`src/rtl/cpu_pkg.sv`:
```
// Shared CPU-side definitions: interrupt register map, controller FSM states,
// default handler vector layout and the vector address helper.
// Optional build macro used by irq_controller: IRQ_LEVEL_MODE_EN.
package cpu_pkg;

    // Interrupt controller register map (cfg_addr)
    localparam logic [1:0] IRQ_REG_MASK    = 2'd0;
    localparam logic [1:0] IRQ_REG_CTRL    = 2'd1;
    localparam logic [1:0] IRQ_REG_PENDING = 2'd2;
    localparam logic [1:0] IRQ_REG_SWTRIG  = 2'd3;

    // Default handler table layout
    localparam logic [15:0] IRQ_VECTOR_BASE_DEFAULT   = 16'hFF00;
    localparam logic [15:0] IRQ_VECTOR_STRIDE_DEFAULT = 16'h0010;

    typedef enum logic [1:0] {
        IDLE    = 2'd0,
        REQ     = 2'd1,
        HOLDOFF = 2'd2
    } irq_ctl_state;

    // Handler address of a source; arithmetic wraps at 16 bits.
    function automatic logic [15:0] irq_vector_calc(
        input logic [15:0] base,
        input logic [15:0] stride,
        input logic [3:0]  id
    );
        logic [15:0] offset;
        offset = stride * {12'd0, id};
        return base + offset;
    endfunction

endpackage

```
`src/rtl/irq_priority_enc.sv`:
```
// Fixed-priority encoder: lowest set index of the eligible vector wins.
// Purely combinational; valid_o is low when nothing is eligible (index then 0).
// N may be 1..16 so the index always fits in 4 bits.
module irq_priority_enc #(
    parameter int N = 8
) (
    input  logic [N-1:0] eligible_i,
    output logic         valid_o,
    output logic [3:0]   idx_o
);

    // Scan from the top down so the last hit (lowest index) is kept
    always_comb begin
        valid_o = 1'b0;
        idx_o   = 4'd0;
        for (int i = N - 1; i >= 0; i--) begin
            if (eligible_i[i]) begin
                valid_o = 1'b1;
                idx_o   = 4'(i);
            end
        end
    end

endmodule

```
`src/rtl/irq_controller.sv`:
```
// Interrupt aggregator: latches source events, masks/gates them, requests the
// lowest pending index from the control FSM with a stable handler vector.
// Default build is edge-triggered; define IRQ_LEVEL_MODE_EN for level sources.
module irq_controller
    import cpu_pkg::*;
#(
    parameter int          NUM_SOURCES    = 8,
    parameter logic [15:0] VECTOR_BASE    = IRQ_VECTOR_BASE_DEFAULT,
    parameter logic [15:0] VECTOR_STRIDE  = IRQ_VECTOR_STRIDE_DEFAULT,
    parameter int          HOLDOFF_CYCLES = 4
) (
    input  logic                   clock,
    input  logic                   reset,
    input  logic [NUM_SOURCES-1:0] irq_src,
    input  logic                   reset_irq,
    input  logic                   cfg_we,
    input  logic                   cfg_re,
    input  logic [1:0]             cfg_addr,
    input  logic [15:0]            cfg_wdata,
    output logic [15:0]            cfg_rdata,
    output logic                   irq,
    output logic [15:0]            irq_vector,
    output logic [3:0]             irq_id
);

    localparam int          N           = NUM_SOURCES;
    localparam logic [3:0]  HOLDOFF_INI = 4'(HOLDOFF_CYCLES);

    typedef logic [N-1:0] src_vec_t;

    // Architectural state
    irq_ctl_state state_q, state_d;
    src_vec_t     mask_q, mask_d;
    logic         gen_q, gen_d;
    src_vec_t     pend_q, pend_d;     // edge mode: all pending; level mode: software bits only
    logic [3:0]   id_q, id_d;
    logic [15:0]  vec_q, vec_d;
    logic         irq_q, irq_d;
    logic [3:0]   cnt_q, cnt_d;
    logic [15:0]  rdata_q, rdata_d;

    // Decoded strobes and derived vectors
    src_vec_t     wdata_n;
    logic         wr_mask, wr_ctrl, wr_w1c, wr_swtrig;
    logic         ack;
    src_vec_t     ack_vec;
    src_vec_t     hw_set;
    src_vec_t     pending;
    src_vec_t     eligible;
    logic         win_vld;
    logic [3:0]   win_idx;
    logic         unused_wdata;

    assign wdata_n      = cfg_wdata[N-1:0];
    assign unused_wdata = ^cfg_wdata;

    assign wr_mask   = cfg_we && (cfg_addr == IRQ_REG_MASK);
    assign wr_ctrl   = cfg_we && (cfg_addr == IRQ_REG_CTRL);
    assign wr_w1c    = cfg_we && (cfg_addr == IRQ_REG_PENDING);
    assign wr_swtrig = cfg_we && (cfg_addr == IRQ_REG_SWTRIG);

    // Acknowledge only counts while a request is outstanding
    assign ack = reset_irq && (state_q == REQ);

`ifdef IRQ_LEVEL_MODE_EN
    // Level sources feed pending directly; only software-set bits are stored
    assign hw_set  = '0;
    assign pending = irq_src | pend_q;
`else
    src_vec_t src_q;

    // Edge history: previous sample of each source line
    always_ff @(posedge clock) begin
        if (reset) src_q <= '0;
        else       src_q <= irq_src;
    end

    assign hw_set  = irq_src & ~src_q;
    assign pending = pend_q;
`endif

    assign eligible = gen_q ? (pending & mask_q) : '0;

    irq_priority_enc #(
        .N (N)
    ) u_prio (
        .eligible_i (eligible),
        .valid_o    (win_vld),
        .idx_o      (win_idx)
    );

    // One-hot of the latched source, used to retire it on acknowledge
    always_comb begin
        ack_vec = '0;
        for (int i = 0; i < N; i++) begin
            ack_vec[i] = ack && (id_q == 4'(i));
        end
    end

    // Pending update: sets (edge / SWTRIG) beat clears (W1C / ack) on the same bit
    always_comb begin
        src_vec_t set_v;
        src_vec_t clr_v;
        set_v  = hw_set | (wr_swtrig ? wdata_n : '0);
        clr_v  = (wr_w1c ? wdata_n : '0) | ack_vec;
        pend_d = (pend_q & ~clr_v) | set_v;
    end

    // Config register next state and registered read-back
    always_comb begin
        mask_d  = wr_mask ? wdata_n : mask_q;
        gen_d   = wr_ctrl ? cfg_wdata[0] : gen_q;
        rdata_d = rdata_q;
        if (cfg_re) begin
            case (cfg_addr)
                IRQ_REG_MASK:    rdata_d = 16'(mask_q);
                IRQ_REG_CTRL:    rdata_d = {15'd0, gen_q};
                IRQ_REG_PENDING: rdata_d = 16'(pending);
                default:         rdata_d = 16'd0;
            endcase
        end
    end

    // Config and pending registers
    always_ff @(posedge clock) begin
        if (reset) begin
            mask_q  <= '0;
            gen_q   <= 1'b0;
            pend_q  <= '0;
            rdata_q <= 16'd0;
        end else begin
            mask_q  <= mask_d;
            gen_q   <= gen_d;
            pend_q  <= pend_d;
            rdata_q <= rdata_d;
        end
    end

    // FSM state register
    always_ff @(posedge clock) begin
        if (reset) state_q <= IDLE;
        else       state_q <= state_d;
    end

    // FSM next state: select in IDLE, wait for ack in REQ, count out HOLDOFF
    always_comb begin
        state_d = state_q;
        case (state_q)
            IDLE:    if (win_vld)        state_d = REQ;
            REQ:     if (reset_irq)      state_d = HOLDOFF;
            HOLDOFF: if (cnt_q <= 4'd1)  state_d = IDLE;
            default:                     state_d = IDLE;
        endcase
    end

    // FSM outputs: winner latched only in IDLE, irq follows REQ by one cycle
    always_comb begin
        id_d  = id_q;
        vec_d = vec_q;
        cnt_d = cnt_q;
        irq_d = (state_q == REQ) && !reset_irq;
        case (state_q)
            IDLE: begin
                if (win_vld) begin
                    id_d  = win_idx;
                    vec_d = irq_vector_calc(VECTOR_BASE, VECTOR_STRIDE, win_idx);
                end
            end
            REQ: begin
                if (reset_irq) cnt_d = HOLDOFF_INI;
            end
            HOLDOFF: begin
                if (cnt_q != 4'd0) cnt_d = cnt_q - 4'd1;
            end
            default: ;
        endcase
    end

    // FSM output registers
    always_ff @(posedge clock) begin
        if (reset) begin
            id_q  <= 4'd0;
            vec_q <= 16'd0;
            cnt_q <= 4'd0;
            irq_q <= 1'b0;
        end else begin
            id_q  <= id_d;
            vec_q <= vec_d;
            cnt_q <= cnt_d;
            irq_q <= irq_d;
        end
    end

    assign irq        = irq_q;
    assign irq_vector = vec_q;
    assign irq_id     = id_q;
    assign cfg_rdata  = rdata_q;

endmodule

```
`config.mk`:
```
export PLATFORM = sky130hd
export DESIGN_NAME = irq_controller
export DESIGN_NICKNAME = d
export VERILOG_FILES = /design/src/rtl/cpu_pkg.sv /design/src/rtl/irq_priority_enc.sv /design/src/rtl/irq_controller.sv
export SDC_FILE = /design/constraint.sdc
export NUM_CORES = 1
export LEC_CHECK = 0
export CAP_MARGIN = 20
export CORE_MARGIN = 2
export CORE_UTILIZATION = 50
export DETAILED_ROUTE_END_ITERATION = 6
export PLACE_DENSITY = 0.94
export SETUP_SLACK_MARGIN = 0.2
export SKIP_LAST_GASP = 1
export SYNTH_ARGS = -nofsm -noshare
export SYNTH_HDL_FRONTEND = slang
export SYNTH_SLANG_ARGS = --single-unit
export TNS_END_PERCENT = 10
```
`constraint.sdc`:
```
create_clock -name clock -period 2.35 [get_ports clock]
set_input_delay 0.3525 -clock clock [delete_from_list [all_inputs] [get_ports clock]]
set_output_delay 0.3525 -clock clock [all_outputs]
set_load 0.005 [all_outputs]
```
# Yosys cells after proc, flatten, opt, wreduce, memory -nomap -nowiden
# Cells that the tools add are included.
[classes] n_addsub=2 order_cmp=1 n_eq_ne=16 n_mux=27 bitwise=8 n_reduce_logical=23
[ops] op="8-bit bitwise AND" n=3
[ops] op="3-bit 2-to-1 mux" n=8
[ops] op="8-bit 2-to-1 mux" n=3
[ops] op="8-bit OR" n=3
[ops] op="8-bit case mux with 3 select lines" n=1
[ops] op="4-bit by 3-bit == test with 1-bit output, second input constant" n=4
[ops] op="8-bit inverter" n=2
[ops] op="1-bit logical AND" n=14
[ops] op="9-bit by 9-bit adder with 10-bit output, first input constant" n=1
[ops] op="4-bit by 2-bit == test with 1-bit output, second input constant" n=2
[ops] op="1-bit 2-to-1 mux" n=8
[ops] op="4-bit 2-to-1 mux" n=2
[ops] op="4-bit case mux with 2 select lines" n=1
[ops] op="2-bit == test, second input constant" n=3
[ops] op="2-bit 2-to-1 mux" n=3
[ops] op="2-bit inequality test, second input constant" n=3
[ops] op="2-bit case mux with 3 select lines" n=1
[ops] op="3-bit AND reduction" n=2
[ops] op="2-bit by 1-bit == test with 1-bit output, second input constant" n=2
[ops] op="4-bit by 1-bit == test with 1-bit output, second input constant" n=1
[ops] op="4-bit by 1-bit less-or-equal comparator with 1-bit output, second input constant" n=1
[ops] op="2-bit logical NOT" n=2
[ops] op="4-bit logical NOT" n=1
[ops] op="4-bit nonzero test" n=1
[ops] op="other kinds (5)" n=5
[word_totals] reg_bits=68 inputBits=31 output_inout_bits=37 elab_cells=87

# Logic depth before layout (Yosys ltp)
# Gate-level depths: netlist (run 1).
[logic_depth] depth_word=12 ltp_mapped=5 depth_no_buf=5

# By module
# From an unflattened synthesis (run 1), not the netlist that was laid out.
[unflattened] cells_unflattened=259 hier_area_um2=2337.2
[by_module_without_submodules] module="irq_controller" n_inst=1 cells_per_inst=244 area_per_inst_um2=2245.9 seq_area_each_um2=900.9
[by_module_without_submodules] module="irq_priority_enc" n_inst=1 cells_per_inst=15 area_per_inst_um2=91.3 seq_area_each_um2=0.0

# Least setup slack after synthesis (run 1)
# No wires, ideal clock.
[synth_path] path_type="register to register" startpoint="register cnt_q[0]" endpoint="register cnt_q[3]" arrival_ns=1.119 required_ns=2.220 setup_slack_ns=1.101 stages_incl_launch_ff=5 period_less_slack_ns=1.249 path_cell_list="dfxtp_1 or3_1 a211o_1 xor2_1 nor3_2"
[synth_between] elab_chain_cells=3 word_cells_on_any_way=6
[synth_rtl] item="from (decl)" line_no="irq_controller.sv:39" text="logic [3:0] cnt_q, cnt_d;"
[synth_rtl] item="from (signal assigned)" line_no="irq_controller.sv:189" text="cnt_q <= cnt_d;"
[synth_rtl] item="4-bit by 1-bit subtractor with 4-bit output or 4-bit nonzero test (tied branches)" line_no="irq_controller.sv:173" text="if (cnt_q != 4'd0) cnt_d = cnt_q - 4'd1;"
[synth_rtl] item="4-bit 2-to-1 mux or 2-bit inequality test (tied branches)"
[synth_rtl] item="4-bit case mux with 2 select lines or 3-bit AND reduction (tied branches)"
# Several ways; a longest one is shown, not always the timed one. The select of a mux whose other input is x is not followed.
# A chain may end at the register's enable or synchronous reset.

==> flow_metrics.py, run 1 <==
metrics = {
    "outcome": {
        "status": "finished clean",
    },
    "layout": {
        "n_fill_cell": 383,
        "final_core_util": 0.6174,
        "drive_above_1_share": 0.07447,
        "layout.nets": 314,
        "multi_input_area_um2": 1121,
        "final_common_cell": "clkdlybuf4s50_1",
        "design_area_um2": 2651,
        "area_growth_pct": 20.95,
        "seqCellArea_um2": 880.8,
        "fin_cells": 334,
        "n_antenna_cell": 0,
        "mostFrequentLayoutCells": "clkdlybuf4s50_1 (45), dfxtp_1 (44), nor2_1 (25), a21oi_1 (25), nor2b_1 (24)",
    },
    "drt": {
        "routedWlPerCell_um": 13.57,
        "dr.pass1.iters": 4,
        "vias": 1828,
        "drcViolationCount": 0,
        "met2_length_mm": 2.229,
        "drt_wl_total_mm": 4.533,
        "highest_layer": "met4",
        "wl_met3_um": 364,
        "drt_iter0_drc": 117,
        "final_antenna_net_count": 0,
        "wl_met1_mm": 1.897,
        "vias_per_cell": 5.473,
    },
    "placement": {
        "pre_cts_slack_ns": 0.3221,
        "place_congestion": 0.8742,
        "place_area_um2": 2544,
        "port_buffers": 45,
        "dp_cells": 326,
        "place.detailed.hpwl_mm": 3.335,
    },
    "clock_tree": {
        "clock_sinks": 44,
        "htree_levels": 2,
        "cts_tree": "built",
        "ctsResizeCount": 0,
        "post_cts_buffers": 0,
        "cts-root-buf": "clkbuf_8",
        "numCtsBuffers": 5,
        "cts_buffer_depth": 2,
        "clk_pin_slew_worst_paths_ns": 0.08,
        "hold_buffers": 0,
        "clk_latency_ns": 0.30,
    },
    "sta": {
        "slew_violations": 0,
        "rsz0062_at_grt": "false",
        "post-route-min-period_ns": 1.725,
        "slew_headroom": 0.6680,
        "skew_ns": 0.004048,
        "hold_ws_ns": 0.5217,
        "fin_crit_sh": 0.7339,
        "timing.final.ws_setup_ns": 0.6254,
        "tightest_slew_ns": 0.4964,
        "final_hold_viol_count": 0,
        "setup_viol": 0,
        "timing.setup.tns_ns": 0,
        "max_freq_mhz": 579.8,
    },
    "yosys": {
        "seq_area_frac_synth": 0.4018,
        "synth.distinct_cells": 45,
        "syn_area_um2": 2192,
        "synth_seq_cells": 44,
        "ys_warn_count": 0,
        "syn_inst": 249,
        "syn_area_per_cell_um2": 8.804,
        "async_flop_share": 0,
        "ys.flop_type": "dfxtp_1",
        "synth_edf_count": 0,
    },
    "critical_path": {
        "slowest_delay_ns": 0.57,
        "path_buf_inv": 1,
        "crit_path_start": "irq_vector[6]$_SDFFE_PP0P_",
        "crit_required_ns": 2.00,
        "cpLargestDelayFamily": "buffers and inverters",
        "crit_path_end_kind": "output port",
        "startpoint_type": "register",
        "rrSetupSlack_ns": 0.92,
        "critPathKind": "register to output port",
        "r2r-start": "state_q[0]$_SDFFE_PP0P_",
        "r2r_cells": 4,
        "r2r-end": "pend_q[0]$_SDFF_PP0_",
        "slowest_stage": "clkdlybuf4s50_1",
        "path_cells": "clkdlybuf4s50_1",
        "path_max_fanout": 8,
        "cp.arrival_ns": 1.37,
    },
    "power": {
        "power_density_nw_per_um2": 577.0,
        "p_total_mw": 1.530,
        "ir_drop_mv": 0.5089,
        "p_leak_nw": 0.9843,
    },
    "global_routing": {
        "grt_usage": 0.1926,
        "grt_pass1_vias": 1687,
        "antenna_found_initial": 0,
        "grt-ovfl-total": 0,
        "grt_pass1_wl_mm": 7.555,
        "grt_max_degree": 45,
    },
    "flow_run": {
        "cap_violations": 0,
    },
    "floorplanning": {
        "fp-row-count": 24,
        "die_w_um": 70.22,
        "coreArea_um2": 4294,
        "pin_count": 68,
        "die-area_um2": 4930,
        "start_util": 0.5105,
        "fp.dieH_um": 70.22,
    },
    "min_path": {
        "hold_path_class": "register to register",
        "hold_end": "cnt_q[2]$_SDFFE_PP0P_",
        "hold_path_depth": 1,
        "hp-start": "cnt_q[2]$_SDFFE_PP0P_",
    },
}
layout make-up:
type | count | share of cell area
Multi-Input combinational cell | 180 | 0.4228
Sequential cell | 44 | 0.3322
Timing Repair Buffer | 47 | 0.1756
Clock buffer | 6 | 0.02737
Tap cell | 52 | 0.02454
Clock inverter | 2 | 0.01321
Inverter | 3 | 0.004247
synth_stat cells (2+ instances only):
master | count | area (um2)
a211oi_1 | 3 | 22.52
a21oi_1 | 25 | 125.1
a22oi_1 | 4 | 30.03
a311oi_1 | 2 | 17.52
a31oi_1 | 4 | 25.02
and3_1 | 2 | 12.51
and3b_1 | 2 | 17.52
buf_2 | 2 | 10.01
buf_4 | 25 | 187.7
clkbuf_1 | 8 | 30.03
dfxtp_1 | 44 | 880.8
ha_1 | 2 | 25.02
inv_1 | 3 | 11.26
mux2_2 | 7 | 78.83
mux2i_1 | 11 | 110.1
nand2_1 | 19 | 71.32
nand2b_1 | 3 | 18.77
nand3_1 | 2 | 10.01
nand3b_1 | 2 | 15.01
nor2_1 | 25 | 93.84
nor2b_1 | 24 | 150.1
o211ai_1 | 6 | 45.04
o21ai_0 | 2 | 10.01
power by group:
part           leakage, nW  internal (mW)  total (mW)  switching [mW]
clock network       0.0552          0.315       0.567           0.252
registers            0.360          0.774       0.799          0.0249
logic                0.569         0.0883       0.163          0.0752
total                0.984           1.18        1.53           0.352
kinds of logic after synthesis:
group	synth area share
compound gates	0.1712
xor+xnor	0.003996
fa+ha+maj	0.01141
buf+inv	0.1090
flops	0.4018
mux	0.08619
other cells	0.001711
simple gates	0.2146
per-layer routing:
layer | up-vias | global-route usage
li1 | 896 | -
met1 | 844 | 0.2352
met2 | 82 | 0.3312
met3 | 6 | 0.03896
met4 | 0 | 0.07692
met5 | - | 0
sequential cells by signal, indices dropped and copies added (netlist names):
name,flops
irq_vector,2
gen_q,1
irq,1
state_q,2
cfg_rdata,8
irq_id,2
mask_q,8
pend_q,8
cnt_q,4
src_q,8
how the worst max path moves through the flow:
stage | end | slack [ns] | depth (start not counted)
after floorplan | cnt_q[3]$_SDFFE_PP0P_ | 1.10 | 4
after global placement | pend_q[0]$_SDFF_PP0_ | 0.38 | 5
after detailed placement | pend_q[0]$_SDFF_PP0_ | 0.32 | 5
after CTS | irq_id[2] | 0.62 | 1
after global routing | pend_q[0]$_SDFF_PP0_ | 0.54 | 5
final | irq_id[2] | 0.63 | 1
Power figures use the tool's default switching activity.
==> inputs of run 2 (changes only) <==
- CORE_UTILIZATION: 50 -> 42
- PLACE_DENSITY: 0.94 -> 0.85
- clock period: 2.35 -> 1.5 ns (I/O delays scaled with it)
==> run 2 against run 1 <==
Against the previous run:
- design area up 4.5%
- setup slack worse by 0.56 ns
- sequential share of layout area shrank 0.99 points
- cell count increased by 9.0%
- combinational power up 72%
- critical endpoint is now irq_id[0]
- highest routed layer unchanged
==> flow_metrics.py, run 2 (synthesized netlist as in run 1, its figures left out) <==
metrics = {
    "clock_tree": {
        "clock_sinks": 44,
        "cts-root-buf": "clkbuf_8",
        "cts_buffer_depth": 2,
        "numCtsBuffers": 5,
        "cts_tree": "built",
        "clk_latency_ns": 0.30,
        "hold_buffers": 0,
        "clk_pin_slew_worst_paths_ns": 0.08,
        "htree_levels": 2,
    },
    "min_path": {
        "hold_path_depth": 2,
        "hp-start": "irq_src[1]",
        "hold_end": "src_q[1]$_SDFF_PP0_",
        "hold_path_class": "primary input to register",
    },
    "layout": {
        "n_fill_cell": 480,
        "fin_cells": 364,
        "drive_above_1_share": 0.1293,
        "mostFrequentLayoutCells": "clkdlybuf4s50_1 (43), dfxtp_1 (40), nor2_1 (25), a21oi_1 (25), nor2b_1 (24)",
        "final_common_cell": "clkdlybuf4s50_1",
        "final_core_util": 0.5461,
        "layout.nets": 326,
        "n_antenna_cell": 0,
        "design_area_um2": 2771,
        "area_growth_pct": 26.43,
    },
    "sta": {
        "hold_ws_ns": 0.4910,
        "max_freq_mhz": 698.9,
        "final_hold_viol_count": 0,
        "timing.setup.tns_ns": 0,
        "rsz0062_at_grt": "true",
        "skew_ns": 0.005068,
        "post-route-min-period_ns": 1.431,
        "fin_crit_sh": 0.9539,
        "setup_viol": 0,
        "slew_violations": 0,
    },
    "power": {
        "power_switching_share": 0.2458,
        "clock_power_share": 0.336,
        "power_density_nw_per_um2": 828.3,
        "ir_drop_mv": 0.6492,
        "p_switching_mw": 0.5643,
        "p_seq_frac": 0.542,
        "p_leak_nw": 1.059,
        "p_int_mw": 1.731,
        "pwr-share-comb": 0.122,
    },
    "global_routing": {
        "grt-ovfl-total": 0,
        "antenna_found_initial": 0,
        "grt_max_degree": 24,
        "grt_pass1_vias": 1776,
        "grt_usage": 0.1766,
        "grt_pass1_wl_mm": 8.390,
    },
    "floorplanning": {
        "start_util": 0.4320,
        "die-area_um2": 5813,
        "die_w_um": 76.25,
        "pin_count": 68,
        "fp-row-count": 26,
        "coreArea_um2": 5075,
        "fp.dieH_um": 76.25,
    },
    "critical_path": {
        "slowest_stage": "clkdlybuf4s50_1",
        "cpLargestDelayFamily": "buffers and inverters",
        "slowest_delay_ns": 0.52,
        "cp.arrival_ns": 1.21,
        "r2r-end": "irq_id[0]$_SDFFE_PP0P_",
        "r2r_cells": 3,
        "crit_required_ns": 1.27,
        "rrSetupSlack_ns": 0.13,
        "startpoint_type": "register",
        "crit_path_end_kind": "output port",
        "path_max_fanout": 5,
        "path_buf_inv": 1,
        "critPathKind": "register to output port",
        "path_cells": "clkdlybuf4s50_1",
        "r2r-start": "state_q[0]$_SDFFE_PP0P_",
    },
    "drt": {
        "routedWlPerCell_um": 13.38,
        "final_antenna_net_count": 0,
        "vias_per_cell": 5.099,
        "dr.pass1.iters": 4,
        "drcViolationCount": 0,
        "drt_iter0_drc": 121,
        "vias": 1856,
        "drt_wl_total_mm": 4.869,
    },
    "placement": {
        "port_buffers": 45,
        "place_congestion": 0.9268,
        "place.detailed.hpwl_mm": 3.648,
        "place_area_um2": 2654,
        "dp_cells": 354,
    },
    "outcome": {
        "status": "finished clean",
    },
    "flow_run": {
        "cap_violations": 0,
    },
}
run 2: power groups by stage:
stage | Clock [mW] | Combinational [mW] | Sequential [mW]
after floorplan | 0 | 0.173 | 1.27
after global placement | 0 | 0.271 | 1.27
after detailed placement | 0 | 0.278 | 1.28
after CTS | 0.789 | 0.281 | 1.24
after global routing | 0.840 | 0.310 | 1.25
final | 0.771 | 0.280 | 1.24
run 2: worst max path at each step:
stage | start | endpoint | slack (ns) | depth (start not counted)
floorplan | cnt_q[0]$_SDFFE_PP0P_ | cnt_q[3]$_SDFFE_PP0P_ | 0.25 | 4
global placement | cfg_addr[1] | cfg_rdata[3]$_SDFFE_PP0P_ | -0.11 | 5
detailed placement | cfg_addr[1] | cfg_rdata[3]$_SDFFE_PP0P_ | -0.12 | 5
CTS | irq_vector[14]$_SDFFE_PP0P_ | irq_vector[15] | 0.06 | 1
global route | irq_vector[14]$_SDFFE_PP0P_ | irq_vector[15] | 0.01 | 1
finish | irq_id[0]$_SDFFE_PP0P_ | irq_id[0] | 0.07 | 1
run 2: final cells by class:
class	count	area [um2]	share of cell area
multi-input cells	180	1121	0.4045
inverters	3	11.26	0.004063
clock inverters	2	10.01	0.003612
well taps	70	87.58	0.03160
repair buffers	59	565.5	0.2041
clock buffers	6	82.58	0.02980
flip-flops and latches	44	893.4	0.3223
run 2: what timing repair did:
action	CTS	global route
endpoints found under the setup margin	30	50
gates resized for setup	9	1
pin swaps	0	0
buffers inserted	2	0
cloned	0	0
run 2: metrics by stage:
| stage | total power, mW | worst slack [ns] |
|---|---|---|
| CTS | 2.313 | 0.06043 |
| floorplan | 1.439 | 0.2510 |
| detailed placement | 1.555 | -0.1182 |
| global route | 2.400 | 0.01118 |
| global placement | 1.546 | -0.1077 |
| finish | 2.295 | 0.06909 |
run 2: routing by layer:
metal / share of wire / track usage / wire length, um / up-vias
li1: - / - / - / 921
met1: 0.43 / 0.2236 / 2110 / 860
met2: 0.49 / 0.2929 / 2367 / 68
met3: 0.070 / 0.04739 / 339 / 7
met4: 0.011 / 0.05636 / 53 / 0
met5: 0 / 0 / 0 / -
